## src/rtl/traffic_pkg.sv

```systemverilog
// Shared types and helpers for the N-phase traffic-light controller.
package traffic_pkg;

  typedef enum logic [1:0] {
    ALLRED = 2'd0,
    GREEN  = 2'd1,
    YELLOW = 2'd2
  } state_t;

  localparam int MAX_PHASES = 8;

  // Round-robin pick: first pending phase strictly after cur, wrapping.
  // Bits at or above the real phase count must be zero; bit 0 must be set.
  function automatic logic [2:0] next_phase(input logic [MAX_PHASES-1:0] pend,
                                            input logic [2:0] cur);
    logic [2:0] idx;
    logic [2:0] res;
    logic       found;
    res   = 3'd0;
    found = 1'b0;
    for (int i = 1; i <= MAX_PHASES; i++) begin
      idx = cur + 3'(i);
      if (!found && pend[idx]) begin
        res   = idx;
        found = 1'b1;
      end
    end
    return res;
  endfunction

endpackage

```

## src/rtl/traffic_ctrl_np_tick_gen.sv

```systemverilog
// Tick prescaler with a TEST bypass; restart realigns the count to a state entry.
module traffic_tick_gen #(
  parameter int PRESCALE = 4
) (
  input  logic CK,
  input  logic CLR,
  input  logic TEST,
  input  logic restart,
  output logic TICK
);

  localparam int              CW   = (PRESCALE > 1) ? $clog2(PRESCALE) : 1;
  localparam logic [CW-1:0]   LAST = CW'(PRESCALE - 1);

  logic [CW-1:0] count;

  // The count keeps running under TEST so a mid-state switch back stays aligned.
  always_ff @(posedge CK or posedge CLR) begin
    if (CLR) begin
      count <= '0;
    end else if (restart || (count == LAST)) begin
      count <= '0;
    end else begin
      count <= count + CW'(1);
    end
  end

  always_comb begin
    TICK = ~CLR & (TEST | (count == LAST));
  end

endmodule

```

## src/rtl/traffic_ctrl_np.sv

```systemverilog
// N-phase traffic-light controller: main road phase 0, side phases served round-robin.
module traffic_ctrl_np
  import traffic_pkg::*;
#(
  parameter int NUM_PHASES = 3,
  parameter int TIMER_W    = 4,
  parameter int PRESCALE   = 4,
  parameter int GREEN_MIN  = 3,
  parameter int GREEN_MAX  = 6,
  parameter int YELLOW_T   = 2,
  parameter int ALLRED_T   = 1
) (
  input  logic                  CK,
  input  logic                  CLR,
  input  logic                  TEST,
  input  logic [NUM_PHASES-1:0] DEMAND,
  output logic [NUM_PHASES-1:0] GRN,
  output logic [NUM_PHASES-1:0] YLW,
  output logic [NUM_PHASES-1:0] RED,
  output logic [2:0]            PHASE,
  output logic                  TICK
);

  localparam logic [TIMER_W:0] T_ALLRED = (TIMER_W+1)'(ALLRED_T);
  localparam logic [TIMER_W:0] T_YELLOW = (TIMER_W+1)'(YELLOW_T);
  localparam logic [TIMER_W:0] T_GMIN   = (TIMER_W+1)'(GREEN_MIN);
  localparam logic [TIMER_W:0] T_GMAX   = (TIMER_W+1)'(GREEN_MAX);

  state_t                  state;
  state_t                  state_nxt;
  logic [2:0]              phase;
  logic [2:0]              phase_nxt;
  logic [TIMER_W-1:0]      timer;
  logic [TIMER_W:0]        t_elapsed;
  logic [NUM_PHASES-1:0]   pend;
  logic [NUM_PHASES-1:0]   pend_nxt;
  logic [MAX_PHASES-1:0]   pend_ext;
  logic [MAX_PHASES-1:0]   demand_ext;
  logic                    tick;
  logic                    leave;

  traffic_tick_gen #(.PRESCALE(PRESCALE)) u_tick (
    .CK      (CK),
    .CLR     (CLR),
    .TEST    (TEST),
    .restart (leave),
    .TICK    (tick)
  );

  assign TICK       = tick;
  assign t_elapsed  = {1'b0, timer} + (TIMER_W+1)'(1);
  assign pend_ext   = MAX_PHASES'(pend) | MAX_PHASES'(1);
  assign demand_ext = MAX_PHASES'(DEMAND);

  // State and phase register.
  always_ff @(posedge CK or posedge CLR) begin
    if (CLR) begin
      state <= ALLRED;
      phase <= 3'd0;
    end else begin
      state <= state_nxt;
      phase <= phase_nxt;
    end
  end

  // Next-state logic; transitions are evaluated only on tick cycles.
  always_comb begin
    state_nxt = state;
    phase_nxt = phase;
    leave     = 1'b0;
    if (tick) begin
      case (state)
        ALLRED: begin
          if (t_elapsed == T_ALLRED) begin
            state_nxt = GREEN;
            phase_nxt = next_phase(pend_ext, phase);
            leave     = 1'b1;
          end else begin
            leave     = 1'b0;
          end
        end
        GREEN: begin
          if (phase == 3'd0) begin
            leave = (t_elapsed >= T_GMIN) && (|pend_ext[MAX_PHASES-1:1]);
          end else begin
            leave = (t_elapsed >= T_GMAX) ||
                    ((t_elapsed >= T_GMIN) && !demand_ext[phase]);
          end
          if (leave) begin
            state_nxt = YELLOW;
          end else begin
            state_nxt = GREEN;
          end
        end
        YELLOW: begin
          if (t_elapsed == T_YELLOW) begin
            state_nxt = ALLRED;
            leave     = 1'b1;
          end else begin
            leave     = 1'b0;
          end
        end
        default: begin
          state_nxt = ALLRED;
          phase_nxt = 3'd0;
          leave     = 1'b1;
        end
      endcase
    end else begin
      leave = 1'b0;
    end
  end

  // State timer: cleared on every transition, saturating tick count otherwise.
  always_ff @(posedge CK or posedge CLR) begin
    if (CLR) begin
      timer <= '0;
    end else if (leave) begin
      timer <= '0;
    end else if (tick && (timer != '1)) begin
      timer <= timer + TIMER_W'(1);
    end else begin
      timer <= timer;
    end
  end

  // Clearing on green entry deliberately overrides a same-cycle request.
  always_comb begin
    pend_nxt = pend | DEMAND;
    if ((state == ALLRED) && leave) begin
      pend_nxt = pend_nxt & ~(NUM_PHASES'(1) << phase_nxt);
    end else begin
      pend_nxt = pend_nxt;
    end
    pend_nxt[0] = 1'b0;
  end

  // Pending-demand register.
  always_ff @(posedge CK or posedge CLR) begin
    if (CLR) begin
      pend <= '0;
    end else begin
      pend <= pend_nxt;
    end
  end

  // Lamp decode from the state and phase registers only.
  always_comb begin
    GRN   = '0;
    YLW   = '0;
    PHASE = phase;
    for (int i = 0; i < NUM_PHASES; i++) begin
      if (phase == 3'(i)) begin
        GRN[i] = (state == GREEN);
        YLW[i] = (state == YELLOW);
      end else begin
        GRN[i] = 1'b0;
        YLW[i] = 1'b0;
      end
    end
    RED = ~(GRN | YLW);
  end

endmodule
```

## config.mk

```make
export PLATFORM = sky130hd
export DESIGN_NAME = traffic_ctrl_np
export DESIGN_NICKNAME = d
export VERILOG_FILES = /design/src/rtl/traffic_pkg.sv /design/src/rtl/traffic_ctrl_np_tick_gen.sv /design/src/rtl/traffic_ctrl_np.sv
export SDC_FILE = /design/constraint.sdc
export NUM_CORES = 1
export LEC_CHECK = 0
export BUFFER_PORTS_ARGS = -buffer_cell sky130_fd_sc_hd__buf_4
export CAP_MARGIN = 10
export CELL_PAD_IN_SITES_DETAIL_PLACEMENT = 0
export CELL_PAD_IN_SITES_GLOBAL_PLACEMENT = 1
export CORE_ASPECT_RATIO = 0.8
export CORE_UTILIZATION = 43
export CTS_CLUSTER_DIAMETER = 200
export DETAILED_ROUTE_END_ITERATION = 16
export PLACE_DENSITY_LB_ADDON = 0.12
export SLEW_MARGIN = 20
export SYNTH_ARGS = -nofsm -noshare
export SYNTH_HDL_FRONTEND = slang
export SYNTH_HIERARCHICAL = 1
export SYNTH_SLANG_ARGS = --single-unit
```

## constraint.sdc

```tcl
create_clock -name CK -period 2.9 [get_ports CK]
set_clock_uncertainty 0.2 [all_clocks]
set_input_delay 0.58 -clock CK [delete_from_list [all_inputs] [get_ports CK]]
set_output_delay 0.58 -clock CK [all_outputs]
set_load 0.1 [all_outputs]
```

# Word level (Yosys, flattened, before mapping)
# Cells that the tools add are included.
[totals] regBits=13 inputBits=6 output_inout_bits=13 wordCells=149
[op_classes] n_addsub=10 magnitude_cmp=10 eq_ne=10 n_shift=1 mux=78 bitwise_logic=8 n_reduce_logical=27
[op_table] cell="1-bit 2-to-1 mux" n=49
[op_table] cell="3-bit 2-to-1 mux" n=11
[op_table] cell="3-bit by 4-bit < comparator with 1-bit output, second input constant" n=8
[op_table] cell="1-bit binary-select mux with 3-bit select" n=9
[op_table] cell="3-bit adder, second input constant" n=4
[op_table] cell="1-bit logical AND" n=11
[op_table] cell="1-bit logical NOT" n=8
[op_table] cell="2-bit 2-to-1 mux" n=4
[op_table] cell="4-bit 2-to-1 mux" n=2
[op_table] cell="3-bit by 2-bit adder with 3-bit output, second input constant" n=2
[op_table] cell="3-bit inverter" n=2
[op_table] cell="3-bit bitwise OR" n=2
[op_table] cell="2-bit case mux with 3 select lines" n=1
[op_table] cell="3-bit case mux with 2 select lines" n=1
[op_table] cell="4-bit by 1-bit adder with 5-bit output, second input constant" n=1
[op_table] cell="5-bit by 1-bit equality test with 1-bit output, second input constant" n=1
[op_table] cell="5-bit by 2-bit equality test with 1-bit output, second input constant" n=1
[op_table] cell="5-bit by 2-bit >= comparator with 1-bit output, second input constant" n=1
[op_table] cell="5-bit by 3-bit >= comparator with 1-bit output, second input constant" n=1
[op_table] cell="4-bit by 1-bit adder with 4-bit output, second input constant" n=1
[op_table] cell="2-bit equality test, second input constant" n=2
[op_table] cell="2-bit inequality test, second input constant" n=2
[op_table] cell="4-bit inequality test, second input constant" n=1
[op_table] cell="2-bit OR reduction" n=2
[op_table] cell="other kinds (16)" n=17

# Longest topological paths before layout
# Gate-level depths: netlist of run 1.
[logic_depth] word_depth=53 mapped_depth=10 depth_no_buf=9

# By module
# Netlist of run 1, hierarchy kept.
[by_module_without_submodules] module="traffic_ctrl_np" instances=1 cells_each=152 area_per_inst_um2=1281.2 seq_area_each_um2=275.3
[by_module_without_submodules] module="traffic_tick_gen" instances=1 cells_each=7 area_per_inst_um2=93.8 seq_area_each_um2=50.0

# Worst setup path before layout of run 1
# No wires, ideal clock.
[synth_path] kind="reg-to-output" from="register phase[0] (netlist: PHASE[0])" to="output RED[0]" t_arrival_ns=3.702 t_required_ns=2.120 path_slack_ns=-1.582 stages_incl_launch_ff=7 path_buffers=1 cell_sequence="dfrtp_1 > buf_2 > inv_2 > ha_1 > and2b_2 > and2_1 > nor2_1"
[synth_between] elab_chain_cells=4 word_cells_on_any_way=5 classes_between="2 x mux; 2 x bitwise; 1 x reduce/logical"
[synth_rtl] item="start, declared" line="traffic_ctrl_np.sv:31" rtl="logic [2:0] phase;"
[synth_rtl] item="start signal, assigned" line="traffic_ctrl_np.sv:62" rtl="phase <= phase_nxt;"
[synth_rtl] item="3-bit logical NOT" line="traffic_ctrl_np.sv:153" rtl="if (phase == 3'(i)) begin"
[synth_rtl] item="1-bit 2-to-1 mux" line="traffic_ctrl_np.sv:153"
[synth_rtl] item="via GRN[0]" line="traffic_ctrl_np.sv:17" rtl="output logic [NUM_PHASES-1:0] GRN,"
[synth_rtl] item="3-bit bitwise OR" line="traffic_ctrl_np.sv:161" rtl="RED = ~(GRN | YLW);"
[synth_rtl] item="3-bit inverter" line="traffic_ctrl_np.sv:161"
[synth_rtl] item="end, declared" line="traffic_ctrl_np.sv:19" rtl="output logic [NUM_PHASES-1:0] RED,"
# The timed path passes the listed nets, and every way through them passes these cells.

# Worst setup path after layout of run 1
[layout_path] from="input CLR" to="output TICK"
[layout_between] elab_chain_cells=2
[layout_rtl] item="start, declared" line="traffic_ctrl_np.sv:14" rtl="input logic CLR,"
[layout_rtl] item="1-bit inverter" line="traffic_ctrl_np_tick_gen.sv:29" rtl="TICK = ~CLR & (TEST | (count == LAST));"
[layout_rtl] item="1-bit bitwise AND" line="traffic_ctrl_np_tick_gen.sv:29"
[layout_rtl] item="end, declared" line="traffic_ctrl_np.sv:21" rtl="output logic TICK"
# No other way between the ends.

==> results of run 1 <==
==> state kept, by name (all words and copies together), names as in the netlist <==
name	flops
state	2
pend	2
u_tick/count	2
PHASE	3
timer	4
==> logic make-up (layout without fill, tap and decap cells) <==
logic type / count (synthesis) / in the layout / share of synthesized area
xor gates and xnor gates: 5 / 5 / 0.0319
and+or+nand+nor: 61 / 61 / 0.228
buffers and inverters: 19 / 42 / 0.0855
AOI/OAI and AO/OA: 44 / 44 / 0.268
adders and majority gates: 14 / 14 / 0.127
DFF: 13 / 13 / 0.237
muxes: 3 / 3 / 0.0227
==> critical path: stages <==
cell,delay [ns]
dlygate4sd3_1,0.54
buf_4,0.14
o21ba_1,0.25
buf_4,0.20
buf_4,0.31
==> per-stage QoR <==
| stage | setup slack (ns) | utilization | hold WS (ns) | area (um^2) | cells |
|---|---|---|---|---|---|
| 3_3_place_gp | 0.0754 | 0.543 | 0.230 | 1570 | 215 |
| 4_1_cts | 0.0957 | 0.562 | 0.276 | 1630 | 220 |
| 6_report | 0.0938 | 0.562 | 0.272 | 1630 | 220 |
| 5_1_grt | 0.0192 | 0.562 | 0.307 | 1630 | 220 |
| 2_1_floorplan | 0.00531 | - | 0.121 | 1420 | 159 |
| 3_5_place_dp | 0.168 | 0.543 | 0.257 | 1570 | 215 |
==> path summary, 6_finish.rpt <==
path | slack [ns] | endpoint | cells past startpoint
worst max-delay path | 0.09 | TICK | 5
worst min-delay path | 0.27 | u_tick/count[0] | 1
worst max register to register | 0.13 | pend[1] | 9
worst min register to register | 0.27 | u_tick/count[0] | 1
max in group asynchronous | 1.44 | PHASE[0] | 3
min in group asynchronous | 0.57 | u_tick/count[1] | 3
==> routing by layer <==
layer | up-vias | routed length (um) | global-route usage
li1 | 622 | - | -
met1 | 600 | 1720 | 0.330
met2 | 38 | 1380 | 0.328
met3 | 0 | 171 | 0.0457
met4 | 0 | 0 | 0.0326
met5 | - | 0 | 0
==> cells in the final DEF (no fill, tap or decap), types with 2 or more instances in the layout <==
cell and count:
a21o_1 2, nand2_1 14, nand3_1 5, dfrtp_1 10, and3_2 4, inv_1 13
a21oi_1 8, ha_1 14, nor3_1 4, nor2_2 2, nand2b_1 2, a2bb2oi_1 2
dfrtp_4 2, xnor2_1 3, a211oi_1 2, o21ai_0 4, mux2i_1 2, a21oi_2 4
and2_4 3, nor2_1 14, xor2_1 2, nand4_1 2, buf_4 23, o21a_1 2
clkbuf_8 3, nor2_4 3, o22ai_1 2
==> final cells by class <==
| cell class | instances | area, um^2 | share of cell area |
|---|---|---|---|
| Tap cell | 38 | 47.5 | 0.0292 |
| Inverter | 14 | 52.6 | 0.0323 |
| Multi-Input combinational cell | 127 | 965 | 0.593 |
| Timing Repair Buffer | 24 | 183 | 0.112 |
| Clock buffer | 4 | 45.0 | 0.0277 |
| Sequential cell | 13 | 334 | 0.205 |
==> results.py, run 1 <==
metrics = {
    "die": {
        "ios": 19,
        "placementRows": 17,
        "core_um2": 2890,
        "fp.dieW_um": 65.2,
        "dieArea_um2": 3430,
        "die_h_um": 52.6,
        "start_util": 0.475,
    },
    "detailed_routing": {
        "wl_mm": 3.28,
        "drc_errors": 0,
        "wire_per_inst_um": 14.9,
        "drt_iter0_markers": 36,
        "vias_per_cell": 5.73,
        "antenna_left": 0,
        "vias": 1260,
        "firstDrtPassIters": 4,
    },
    "run_status": {
        "status": "finished clean",
    },
    "synth": {
        "ys_top_cells_by_count": "nor2_1 (17), ha_1 (14), nand2_1 (14), dfrtp_1 (13), inv_1 (13)",
        "ys_seq_area_frac": 0.237,
        "synth_edf_count": 0,
        "async_flop_share": 1.00,
        "yosys_register_bits": 13,
        "synth_area_leaders": "dfrtp_1 (24%), ha_1 (13%), nor2_1 (4.6%), nand2_1 (3.8%), inv_1 (3.5%)",
        "yosysTopAreaCell": "dfrtp_1",
        "synth.most_common_cell": "nor2_1",
        "synth_top_area_frac": 0.237,
        "netlist_area_um2": 1380,
        "synth_fp_nets": 179,
        "ys_warn_count": 6,
        "syn-instance-count": 159,
        "syn_area_per_cell_um2": 8.65,
        "synthFlopType": "dfrtp_1",
        "ys_types": 54,
    },
    "timing": {
        "tightest_slew_ns": 0.438,
        "max_slew_margin": 0.706,
        "fmax_mhz": 356,
        "rsz0062_at_grt": "false",
        "finalSetupViolCount": 0,
        "slew_violations": 0,
        "hold_viol": 0,
        "tns_ns": 0,
        "period_share": 0.968,
        "period_needed_ns": 2.81,
    },
    "job": {
        "cap_viol_max_count": 0,
    },
    "critical_path": {
        "critical_path.endpoint_type": "primary output",
        "critPathKind": "input pin to primary output",
        "start_kind": "input pin",
        "worstPathRequired_ns": 2.12,
        "startpoint": "CLR",
        "cp.arrival_ns": 2.03,
        "path_max_fanout": 12,
        "reg2reg_from": "PHASE[0]",
    },
    "clock_network": {
        "clk_pin_slew_ns": 0.05,
        "cts_hold_buf": 1,
        "clkSinkCount": 13,
        "cts_resized": 0,
        "post-cts-setup-buffers": 0,
        "cts_tree": "yes",
        "clk_latency_ns": 0.25,
        "htree_levels": 1,
        "cts_buffers": 3,
        "clockRootBuffer": "clkbuf_8",
        "clock_path_buffers": 2,
    },
    "finish": {
        "fillerInstances": 261,
        "final_nets": 203,
        "synthToLayoutAreaGrowth_pct": 18.3,
        "diodes": 0,
        "drive_gt1_frac": 0.308,
    },
    "global_route": {
        "grt_overflow": 0,
        "grt_pass1_vias": 1163,
        "grt_max_degree": 16,
        "antenna_found_initial": 0,
        "grt_pass1_wl_mm": 5.64,
        "gr-usage-all-layers": 0.221,
    },
    "placement": {
        "dpl.hpwl_mm": 2.53,
        "gp_congestion": 0.915,
        "port_buffers": 18,
    },
    "worst_hold_path": {
        "hp-class": "register to register",
        "hp-start": "u_tick/count[0]",
    },
}
Power of run 1 is left out: the tool's default activity adds up to more than one toggle a clock period on the data nets, which glitch-free logic cannot reach.
==> run 2, diff against run 1 <==
REMOVE_ABC_BUFFERS = 1   (was default)
==> results.py, run 2 (same netlist as run 1, synthesis figures left out) <==
metrics = {
    "die": {
        "fp.dieW_um": 65.2,
        "die_h_um": 52.6,
        "ios": 19,
        "start_util": 0.475,
        "placementRows": 17,
        "dieArea_um2": 3430,
        "core_um2": 2890,
    },
    "timing": {
        "hold_viol": 0,
        "rsz0062_at_grt": "false",
        "max_slew_margin": 0.645,
        "slew_violations": 0,
        "period_needed_ns": 2.71,
        "finalSetupViolCount": 0,
        "tightest_slew_ns": 0.532,
        "timing.final.ws_setup_ns": 0.190,
        "period_share": 0.934,
        "hold_ws_ns": 0.257,
        "fmax_mhz": 369,
    },
    "critical_path": {
        "cp.arrival_ns": 2.68,
        "path_max_fanout": 7,
        "slowest_delay_ns": 0.55,
        "path_cells": "inv_1, ha_1, or4_1, o211ai_2, a22oi_2, a221o_1, and2_4, nor3b_2",
        "start_kind": "register",
        "critPathKind": "register to register",
        "cp_slowest_cell": "or4_1",
        "worstPathRequired_ns": 2.87,
        "critical_path.endpoint_type": "register",
    },
    "job": {
        "cap_viol_max_count": 0,
    },
    "placement": {
        "pre_cts_ws_ns": 0.188,
        "gp_congestion": 0.828,
        "placed_area_um2": 1530,
        "dpl.hpwl_mm": 2.40,
        "port_buffers": 18,
    },
    "finish": {
        "diodes": 0,
        "final_cell_area_um2": 1590,
        "layout_commonest_cell": "buf_4",
        "drive_gt1_frac": 0.247,
        "regMostFlops": "timer",
        "final_cell_mix": "buf_4 (23), nor2_1 (17), nand2_1 (14), ha_1 (14), inv_1 (13)",
        "synthToLayoutAreaGrowth_pct": 15.4,
        "final_util": 0.548,
        "largest_reg_flops": 4,
        "fillerInstances": 275,
        "final_nets": 203,
    },
    "clock_network": {
        "clockRootBuffer": "clkbuf_8",
        "htree_levels": 1,
        "cts_buffers": 3,
        "clkSinkCount": 13,
        "cts_tree": "yes",
        "clk_pin_slew_ns": 0.05,
        "clk_latency_ns": 0.25,
        "clock_path_buffers": 2,
    },
    "global_route": {
        "grt_pass1_vias": 1104,
        "gr-usage-all-layers": 0.205,
        "grt_max_degree": 16,
        "grt_pass1_wl_mm": 5.33,
        "grt_overflow": 0,
        "antenna_found_initial": 0,
    },
    "detailed_routing": {
        "drc_errors": 0,
        "antenna_left": 0,
        "vias": 1249,
        "vias_per_cell": 5.68,
        "firstDrtPassIters": 4,
        "drt_iter0_markers": 109,
        "wl_mm": 3.09,
        "wire_per_inst_um": 14.0,
    },
    "worst_hold_path": {
        "hp-class": "register to register",
    },
    "run_status": {
        "status": "finished clean",
    },
}
==> run 2: cell count changes in the layout (fill, tap and decap cells not counted) <==
cell | previous run | this run
and3_2 | 4 | 0
and3_1 | 0 | 4
dfrtp_1 | 10 | 12
dfrtp_4 | 2 | 0
nor2_4 | 3 | 0
nor2_1 | 14 | 17
and2_1 | 1 | 3
and2_4 | 3 | 1
==> run 2: critical path: cells and delay by family, from the launching register on <==
family | cells | cell delay, ns
simple gates | 3 | 0.90
buf+inv | 1 | 0.10
compound gates | 3 | 0.61
fa+ha+maj | 1 | 0.34
flops | 1 | 0.47
==> run 2: per-layer routing <==
layer | vias up | global-route usage | part of all wire
met3 | 4 | 0.0413 | 0.073
met4 | 0 | 0.0254 | 0.0078
met1 | 573 | 0.307 | 0.51
met5 | - | 0 | 0
li1 | 623 | - | -
met2 | 49 | 0.308 | 0.41
==> run 2: final timing paths <==
check	cells after the start	slack, ns	to	start
max	8	0.19	u_tick/count[1]	timer[1]
min	1	0.26	u_tick/count[0]	u_tick/count[0]
max reg2reg	8	0.19	u_tick/count[1]	timer[1]
min reg2reg	1	0.26	u_tick/count[0]	u_tick/count[0]
max in group asynchronous	3	1.46	timer[0]	CLR
min in group asynchronous	3	0.55	u_tick/count[1]	CLR
==> run 2: what timing repair did <==
item	in CTS	in global routing
hold buffers	1	0
hold endpoints to repair	2	0
setup endpoints to repair	0	1
resized for setup	0	1
setup buffers	0	0
==> run 2: area by class of cell <==
cell class              instances  area (um^2)  area share
inverters                      14         52.6      0.0331
clock buffers                   4         45.0      0.0284
flip-flops and latches         13          327       0.206
multi-input cells             127          932       0.588
well taps                      38         47.5      0.0300
repair buffers                 24          183       0.115
==> run 2: through the flow <==
step           TNS, ns  instances
2_1_floorplan    -5.87        154
3_3_place_gp         0        215
3_5_place_dp         0        215
4_1_cts              0        220
5_1_grt              0        220
6_report             0        220
Power of run 2 is left out for the same reason.
